<file path="src/rtl/mau_pkg.sv">
// Shared definitions for the MEM-stage load/store unit: access size encodings,
// sequencer states and byte-count / byte-enable helpers.
package mau_pkg;

    // Access size encodings (log2 of the byte count)
    localparam logic [1:0] SZ_B = 2'd0;
    localparam logic [1:0] SZ_H = 2'd1;
    localparam logic [1:0] SZ_W = 2'd2;
    localparam logic [1:0] SZ_D = 2'd3;

    // Widest supported bus, in bytes
    localparam int unsigned MAX_NB = 8;

    typedef enum logic [1:0] {
        ST_IDLE,
        ST_REQ,
        ST_WAIT,
        ST_DONE
    } mau_state_e;

    // Number of bytes touched by an access of the given size
    function automatic logic [3:0] nbytes(input logic [1:0] size);
        return 4'd1 << size;
    endfunction

    // Byte-enable mask for a MAX_NB-byte bus; callers truncate to their width
    function automatic logic [7:0] be_mask(input logic [1:0] size, input logic [2:0] offset);
        logic [15:0] m;
        m = (16'd1 << nbytes(size)) - 16'd1;
        m = m << offset;
        return m[7:0];
    endfunction

endpackage

</file>
<file path="src/rtl/mau_load_ext.sv">
// Load data alignment: shifts the bus word down to the addressed byte lane,
// keeps the accessed bytes and sign- or zero-extends to the full width.
// Ports:
//   data_i     full-width bus read data
//   size_i     access size (log2 bytes)
//   offset_i   byte offset within the bus word (upper bits zero on narrow buses)
//   unsigned_i 1 = zero-extend, 0 = sign-extend
//   data_o     extended load result
module mau_load_ext
    import mau_pkg::*;
#(
    parameter int unsigned DW = 32
) (
    input  logic [DW-1:0] data_i,
    input  logic [1:0]    size_i,
    input  logic [2:0]    offset_i,
    input  logic          unsigned_i,
    output logic [DW-1:0] data_o
);

    localparam logic [DW-1:0] ONE = {{(DW-1){1'b0}}, 1'b1};

    logic [DW-1:0] shifted;
    logic [DW-1:0] keep_mask;
    logic [DW-1:0] top_mask;
    logic [6:0]    kbits;
    logic          fill;

    // A full-width access shifts ONE out entirely, so the mask wraps to all ones
    always_comb begin
        shifted   = data_i >> {offset_i, 3'b000};
        kbits     = 7'd8 << size_i;
        keep_mask = (ONE << kbits) - ONE;
        top_mask  = keep_mask & ~(keep_mask >> 1);
        fill      = (|(shifted & top_mask)) & ~unsigned_i;
        data_o    = (shifted & keep_mask) | ({DW{fill}} & ~keep_mask);
    end

endmodule

</file>
<file path="src/rtl/mem_access_unit.sv">
// MEM-stage load/store unit: turns a CPU memory request into a byte-enabled
// bus transaction, stalls while the request/grant/response handshake runs,
// and returns extended load data with a one-cycle completion pulse.
// Optional feature macro: MAU_ALIGN_CHECK_EN (misaligned accesses fault
// instead of being force-aligned).
// Ports:
//   clk, reset                    clock, synchronous active-high reset
//   req_valid/req_ready           request handshake (ready only when idle)
//   req_we/size/unsigned/addr/wdata  request payload
//   resp_valid/resp_rdata/resp_exc   completion pulse, load data, exception
//   bus_req/we/addr/be/wdata      held bus request, cleared on bus_gnt
//   bus_gnt, bus_rvalid, bus_rdata   bus grant and read response
module mem_access_unit
    import mau_pkg::*;
#(
    parameter int unsigned DW = 32,
    parameter int unsigned AW = 32
) (
    input  logic            clk,
    input  logic            reset,
    input  logic            req_valid,
    output logic            req_ready,
    input  logic            req_we,
    input  logic [1:0]      req_size,
    input  logic            req_unsigned,
    input  logic [AW-1:0]   req_addr,
    input  logic [DW-1:0]   req_wdata,
    output logic            resp_valid,
    output logic [DW-1:0]   resp_rdata,
    output logic            resp_exc,
    output logic            bus_req,
    output logic            bus_we,
    output logic [AW-1:0]   bus_addr,
    output logic [DW/8-1:0] bus_be,
    output logic [DW-1:0]   bus_wdata,
    input  logic            bus_gnt,
    input  logic            bus_rvalid,
    input  logic [DW-1:0]   bus_rdata
);

    localparam int unsigned NB = DW / 8;
    localparam int unsigned OW = $clog2(NB);

    mau_state_e    state_q, state_d;
    logic          we_q, we_d;
    logic [1:0]    size_q, size_d;
    logic          uns_q, uns_d;
    logic [OW-1:0] off_q, off_d;
    logic          resp_valid_q, resp_valid_d;
    logic          resp_exc_q, resp_exc_d;
    logic [DW-1:0] resp_rdata_q, resp_rdata_d;
    logic          bus_req_q, bus_req_d;
    logic          bus_we_q, bus_we_d;
    logic [AW-1:0] bus_addr_q, bus_addr_d;
    logic [NB-1:0] bus_be_q, bus_be_d;
    logic [DW-1:0] bus_wdata_q, bus_wdata_d;

    logic [3:0]    nb_c;
    logic [OW-1:0] req_off_c;
    logic [OW-1:0] off_mask_c;
    logic [OW-1:0] acc_off_c;
    logic          illegal_c;
    logic          align_fault_c;
    logic [DW-1:0] wdata_rep_c;
    logic [DW-1:0] ext_data_c;

    // Request decode: size legality, offset alignment, store lane replication
    always_comb begin
        nb_c       = nbytes(req_size);
        req_off_c  = req_addr[OW-1:0];
        off_mask_c = OW'(nb_c - 4'd1);
        illegal_c  = 32'(nb_c) > NB;
`ifdef MAU_ALIGN_CHECK_EN
        align_fault_c = |(req_off_c & off_mask_c);
        acc_off_c     = req_off_c;
`else
        align_fault_c = 1'b0;
        acc_off_c     = req_off_c & ~off_mask_c;
`endif
        wdata_rep_c = '0;
        for (int i = 0; i < int'(NB); i++) begin
            int lane;
            lane = i & (int'(nb_c) - 1);
            wdata_rep_c[i*8 +: 8] = req_wdata[lane*8 +: 8];
        end
    end

    mau_load_ext #(
        .DW(DW)
    ) u_load_ext (
        .data_i     (bus_rdata),
        .size_i     (size_q),
        .offset_i   (3'(off_q)),
        .unsigned_i (uns_q),
        .data_o     (ext_data_c)
    );

    // Sequencer next state and registered outputs
    always_comb begin
        state_d      = state_q;
        we_d         = we_q;
        size_d       = size_q;
        uns_d        = uns_q;
        off_d        = off_q;
        resp_valid_d = 1'b0;
        resp_exc_d   = resp_exc_q;
        resp_rdata_d = resp_rdata_q;
        bus_req_d    = bus_req_q;
        bus_we_d     = bus_we_q;
        bus_addr_d   = bus_addr_q;
        bus_be_d     = bus_be_q;
        bus_wdata_d  = bus_wdata_q;

        unique case (state_q)
            ST_IDLE: begin
                if (req_valid) begin
                    we_d         = req_we;
                    size_d       = req_size;
                    uns_d        = req_unsigned;
                    off_d        = acc_off_c;
                    resp_rdata_d = '0;
                    resp_exc_d   = 1'b0;
                    if (illegal_c || align_fault_c) begin
                        state_d      = ST_DONE;
                        resp_valid_d = 1'b1;
                        resp_exc_d   = 1'b1;
                        bus_we_d     = 1'b0;
                        bus_addr_d   = '0;
                        bus_be_d     = '0;
                        bus_wdata_d  = '0;
                    end else begin
                        state_d     = ST_REQ;
                        bus_req_d   = 1'b1;
                        bus_we_d    = req_we;
                        bus_addr_d  = {req_addr[AW-1:OW], {OW{1'b0}}};
                        bus_be_d    = req_we ? NB'(be_mask(req_size, 3'(acc_off_c))) : '0;
                        bus_wdata_d = req_we ? wdata_rep_c : '0;
                    end
                end
            end
            ST_REQ: begin
                if (bus_gnt) begin
                    bus_req_d = 1'b0;
                    if (we_q) begin
                        state_d      = ST_DONE;
                        resp_valid_d = 1'b1;
                    end else begin
                        state_d = ST_WAIT;
                    end
                end
            end
            ST_WAIT: begin
                if (bus_rvalid) begin
                    state_d      = ST_DONE;
                    resp_valid_d = 1'b1;
                    resp_rdata_d = ext_data_c;
                end
            end
            ST_DONE: begin
                state_d = ST_IDLE;
            end
            default: state_d = ST_IDLE;
        endcase
    end

    always_ff @(posedge clk) begin
        if (reset) begin
            state_q      <= ST_IDLE;
            we_q         <= 1'b0;
            size_q       <= SZ_B;
            uns_q        <= 1'b0;
            off_q        <= '0;
            resp_valid_q <= 1'b0;
            resp_exc_q   <= 1'b0;
            resp_rdata_q <= '0;
            bus_req_q    <= 1'b0;
            bus_we_q     <= 1'b0;
            bus_addr_q   <= '0;
            bus_be_q     <= '0;
            bus_wdata_q  <= '0;
        end else begin
            state_q      <= state_d;
            we_q         <= we_d;
            size_q       <= size_d;
            uns_q        <= uns_d;
            off_q        <= off_d;
            resp_valid_q <= resp_valid_d;
            resp_exc_q   <= resp_exc_d;
            resp_rdata_q <= resp_rdata_d;
            bus_req_q    <= bus_req_d;
            bus_we_q     <= bus_we_d;
            bus_addr_q   <= bus_addr_d;
            bus_be_q     <= bus_be_d;
            bus_wdata_q  <= bus_wdata_d;
        end
    end

    assign req_ready  = (state_q == ST_IDLE);
    assign resp_valid = resp_valid_q;
    assign resp_exc   = resp_exc_q;
    assign resp_rdata = resp_rdata_q;
    assign bus_req    = bus_req_q;
    assign bus_we     = bus_we_q;
    assign bus_addr   = bus_addr_q;
    assign bus_be     = bus_be_q;
    assign bus_wdata  = bus_wdata_q;

endmodule
</file>
<file path="config.mk">
export PLATFORM = sky130hd
export DESIGN_NAME = mem_access_unit
export DESIGN_NICKNAME = d
export VERILOG_FILES = /design/src/rtl/mau_pkg.sv /design/src/rtl/mau_load_ext.sv /design/src/rtl/mem_access_unit.sv
export SDC_FILE = /design/constraint.sdc
export NUM_CORES = 1
export LEC_CHECK = 0
export CAP_MARGIN = 20
export CORE_MARGIN = 2
export CORE_UTILIZATION = 45
export CTS_CLUSTER_SIZE = 12
export DETAILED_ROUTE_END_ITERATION = 8
export GPL_ROUTABILITY_DRIVEN = 0
export PLACE_DENSITY_LB_ADDON = 0.2
export SYNTH_ARGS = -nofsm -noshare
export SYNTH_HDL_FRONTEND = slang
export SYNTH_SLANG_ARGS = --single-unit
</file>
<file path="constraint.sdc">
create_clock -name clk -period 7.1 [get_ports clk]
set_input_delay 1.065 -clock clk [delete_from_list [all_inputs] [get_ports clk]]
set_output_delay 1.065 -clock clk [all_outputs]
set_load 0.05 [all_outputs]
</file>
==> impl_metrics.env <==
export IMPL_cts_made_buffers=9
export IMPL_yosysWarningCount=0
export IMPL_post_drt_wl_per_cell_um=17.9
export IMPL_post_place_ws_ps=3640
export IMPL_hold_buffers=0
export IMPL_endpoint="bus_wdata[11]$_SDFFE_PP0P_"
export IMPL_n_antenna_cell=0
export IMPL_clock_skew_ps=3.29
export IMPL_finalPower_mw=2.26
export IMPL_grt_pass1_wl_mm=25.4
export IMPL_synth_adder_area_share_pct=1.22
export IMPL_cellLeakagePower_nw=2.72
export IMPL_die_w_um=111
export IMPL_setup_viol=0
export IMPL_fin_cells=903
export IMPL_clk_path_buf_depth=2
export IMPL_reg2reg_depth=8
export IMPL_viasPerCell=5.67
export IMPL_cp_max_fo=13
export IMPL_relSlewSlack_pct=31.3
export IMPL_ctsResizeCount=0
export IMPL_arrival_ps=3370
export IMPL_p_sw_mw=0.897
export IMPL_grt_use_total_pct=25.1
export IMPL_reg2reg_slack_ps=4430
export IMPL_seq_area_frac_synth_pct=42.8
export IMPL_ys_ff_latch=110
export IMPL_postRouteAntennaNets=0
export IMPL_end_kind="flip-flop"
export IMPL_io_pin_count=210
export IMPL_drc=0
export IMPL_vias=5124
export IMPL_wl_mm=16.1
export IMPL_required_ps=7290
export IMPL_avgSynthCellArea_um2=8.91
export IMPL_grt_max_degree=91
export IMPL_place_inst=885
export IMPL_synthArstFlopShare_pct=0
export IMPL_startpoint_type="input port"
export IMPL_p_int_mw=1.37
export IMPL_yosys_area_share_simple_pct=12.3
export IMPL_p_clk_share_pct=24.8
export IMPL_worstReg2RegStart="state_q[1]$_SDFFE_PP0P_"
export IMPL_multi_input_area_um2=2700
export IMPL_yosysUniqueCellTypes=47
export IMPL_p_sw_share_pct=39.6
export IMPL_synth_largest_area_cell="dfxtp_1"
export IMPL_tightest_slew_ps=1030
export IMPL_clkTransAtPathRegs_ps=70
export IMPL_fillers=932
export IMPL_synth_xor_xnor_area_share_pct=0
export IMPL_yosys_mux_area_fraction_pct=10.5
export IMPL_p_seq_share_pct=32.7
export IMPL_cts_tree="built"
export IMPL_cts_setup_buffers=0
export IMPL_netlist_area_um2=5150
export IMPL_startpoint="req_size[0]"
export IMPL_grt_pass1_vias=5001
export IMPL_rsz0062_at_grt="no"
export IMPL_hold_viol=0
export IMPL_cts_root_buffer_cell="clkbuf_16"
export IMPL_antenna_found_initial=0
export IMPL_timing_fmax_mhz=315
export IMPL_initial_utilization_pct=45.7
export IMPL_synth_compound_area_share_pct=27.8
export IMPL_combPwrFrac_pct=42.5
export IMPL_synth_flop_cell="dfxtp_1"
export IMPL_status="finished clean"
export IMPL_synth_top_family_by_area="compound AO/OA/AOI/OAI gates"
export IMPL_drtIter0Drc=304
export IMPL_period_share_pct=44.8
export IMPL_die_area_um2=12300
export IMPL_syn_to_final_growth_pct=48.1
export IMPL_synth_cells=578
export IMPL_netlist_area_leader_share_pct=42.8
export IMPL_port_buffers=207
export IMPL_cap_violations=0
export IMPL_synthTopCellsByCount="dfxtp_1, nor2_1, a22oi_1, nand2_1, a21oi_1"
export IMPL_tns_ps=0
export IMPL_vdd_drop_max_v=0.000159
export IMPL_seq_area_um2=2200
export IMPL_clock_sinks=110
export IMPL_drive_gt1_share_pct=8.29
export IMPL_clk_latency_ps=340
export IMPL_p_per_area_nw_per_um2=297
export IMPL_slew_violations=0
export IMPL_finalWorstSetupSlack_ps=3920
export IMPL_synthTopCellsByArea="dfxtp_1, a22oi_1, nor2_1"
export IMPL_overflow=0
export IMPL_htree_levels=3
export IMPL_worstSetupPathType="in2reg"
export IMPL_synth_edff_count=0
export IMPL_holdCritPathClass="reg2reg"
export IMPL_timing_rr_end="bus_req$_SDFFE_PP0P_"
export IMPL_core_um2=11300
export IMPL_hpwl_mm=11.3
export IMPL_nNetsFinal=865
export IMPL_drtPass1Iterations=5
export IMPL_die_h_um=111
export IMPL_row_count=39
export IMPL_yosysMostFrequentCell="dfxtp_1"
export IMPL_min_period_ps=3180
export IMPL_final_core_util_pct=67.6
-- state kept, by name (all words and copies together), names as in the netlist --
name / flops
state_q: 2
bus_be: 4
resp_valid: 1
off_q: 2
bus_req: 1
bus_addr: 30
size_q: 2
resp_rdata: 32
uns_q: 1
bus_we: 1
resp_exc: 1
bus_wdata: 32
we_q: 1
-- layout make-up --
| class | count | area share, % |
|---|---|---|
| Inverter | 9 | 0.443 |
| Timing Repair Buffer | 217 | 28.5 |
| Clock buffer | 13 | 3.54 |
| Clock inverter | 3 | 0.853 |
| Multi-Input combinational cell | 408 | 35.4 |
| Tap cell | 143 | 2.35 |
| Sequential cell | 110 | 28.9 |
-- layout by cell type (no fill, tap or decap), types with 3 or more instances in the layout --
cell / Yosys / routed
clkbuf_8: 0 / 3
a32oi_1: 8 / 8
nand2b_1: 5 / 5
or2_2: 4 / 4
nor2_1: 84 / 84
a22o_1: 9 / 9
mux2_2: 17 / 17
buf_4: 2 / 8
inv_1: 9 / 9
mux2i_1: 31 / 31
a221oi_1: 3 / 3
nand3_1: 4 / 4
a211oi_1: 8 / 8
clkdlybuf4s50_1: 0 / 206
a22oi_1: 78 / 78
a211oi_2: 11 / 11
o21ai_0: 26 / 26
nor2b_1: 3 / 3
a21o_1: 7 / 7
clkbuf_16: 0 / 9
a21oi_1: 35 / 34
nand2_1: 40 / 39
ha_1: 5 / 5
dfxtp_1: 110 / 110
-- worst max-delay path: stages --
cell	delay, ps
clkdlybuf4s50_1	780
nor2_1	860
mux2_2	420
a22oi_1	180
nor2_1	60
-- worst min path at each step --
stage                                 from                           to  slack [ps]  depth (start not counted)
4_1_cts             bus_be[3]$_SDFFE_PP0P_       bus_be[3]$_SDFFE_PP0P_         470                          2
6_report            bus_be[3]$_SDFFE_PP0P_       bus_be[3]$_SDFFE_PP0P_         470                          2
3_3_place_gp        bus_be[1]$_SDFFE_PP0P_       bus_be[1]$_SDFFE_PP0P_         440                          2
3_5_place_dp        bus_be[3]$_SDFFE_PP0P_       bus_be[3]$_SDFFE_PP0P_         460                          2
2_1_floorplan            we_q$_SDFFE_PP0P_            we_q$_SDFFE_PP0P_         450                          2
5_1_grt        resp_rdata[14]$_SDFFE_PP0P_  resp_rdata[14]$_SDFFE_PP0P_         500                          1
-- routing by layer --
layer	global-route usage (%)	routed length [um]	up-vias
li1	-	-	2465
met2	41.6	7530	232
met5	0	0	-
met4	7.67	336	0
met3	8.53	1470	28
met1	31.1	6800	2399
-- cells by family after synthesis --
kind of cell	Yosys count
adder cells (fa/ha/maj)	5
buffers and inverters	61
flip-flops	110
AND/OR/NAND/NOR	151
other	1
multiplexers	50
AO/OA/AOI/OAI	200
-- power by group through the flow --
stage / Sequential (mW) / Clock [mW] / Combinational (mW)
floorplan: 0.942 / 0 / 0.449
global route: 0.747 / 0.590 / 1.03
CTS: 0.745 / 0.567 / 0.937
finish: 0.739 / 0.561 / 0.963
global placement: 0.753 / 0 / 0.913
detailed placement: 0.758 / 0 / 0.933
-- through the flow --
| stage | hold slack, ps | area, um2 |
|---|---|---|
| 5_1_grt | 495 | 7620 |
| 3_3_place_gp | 444 | 7240 |
| 4_1_cts | 466 | 7580 |
| 6_report | 469 | 7620 |
| 3_5_place_dp | 457 | 7240 |
| 2_1_floorplan | 450 | 5150 |
Power figures use the tool's default switching activity.
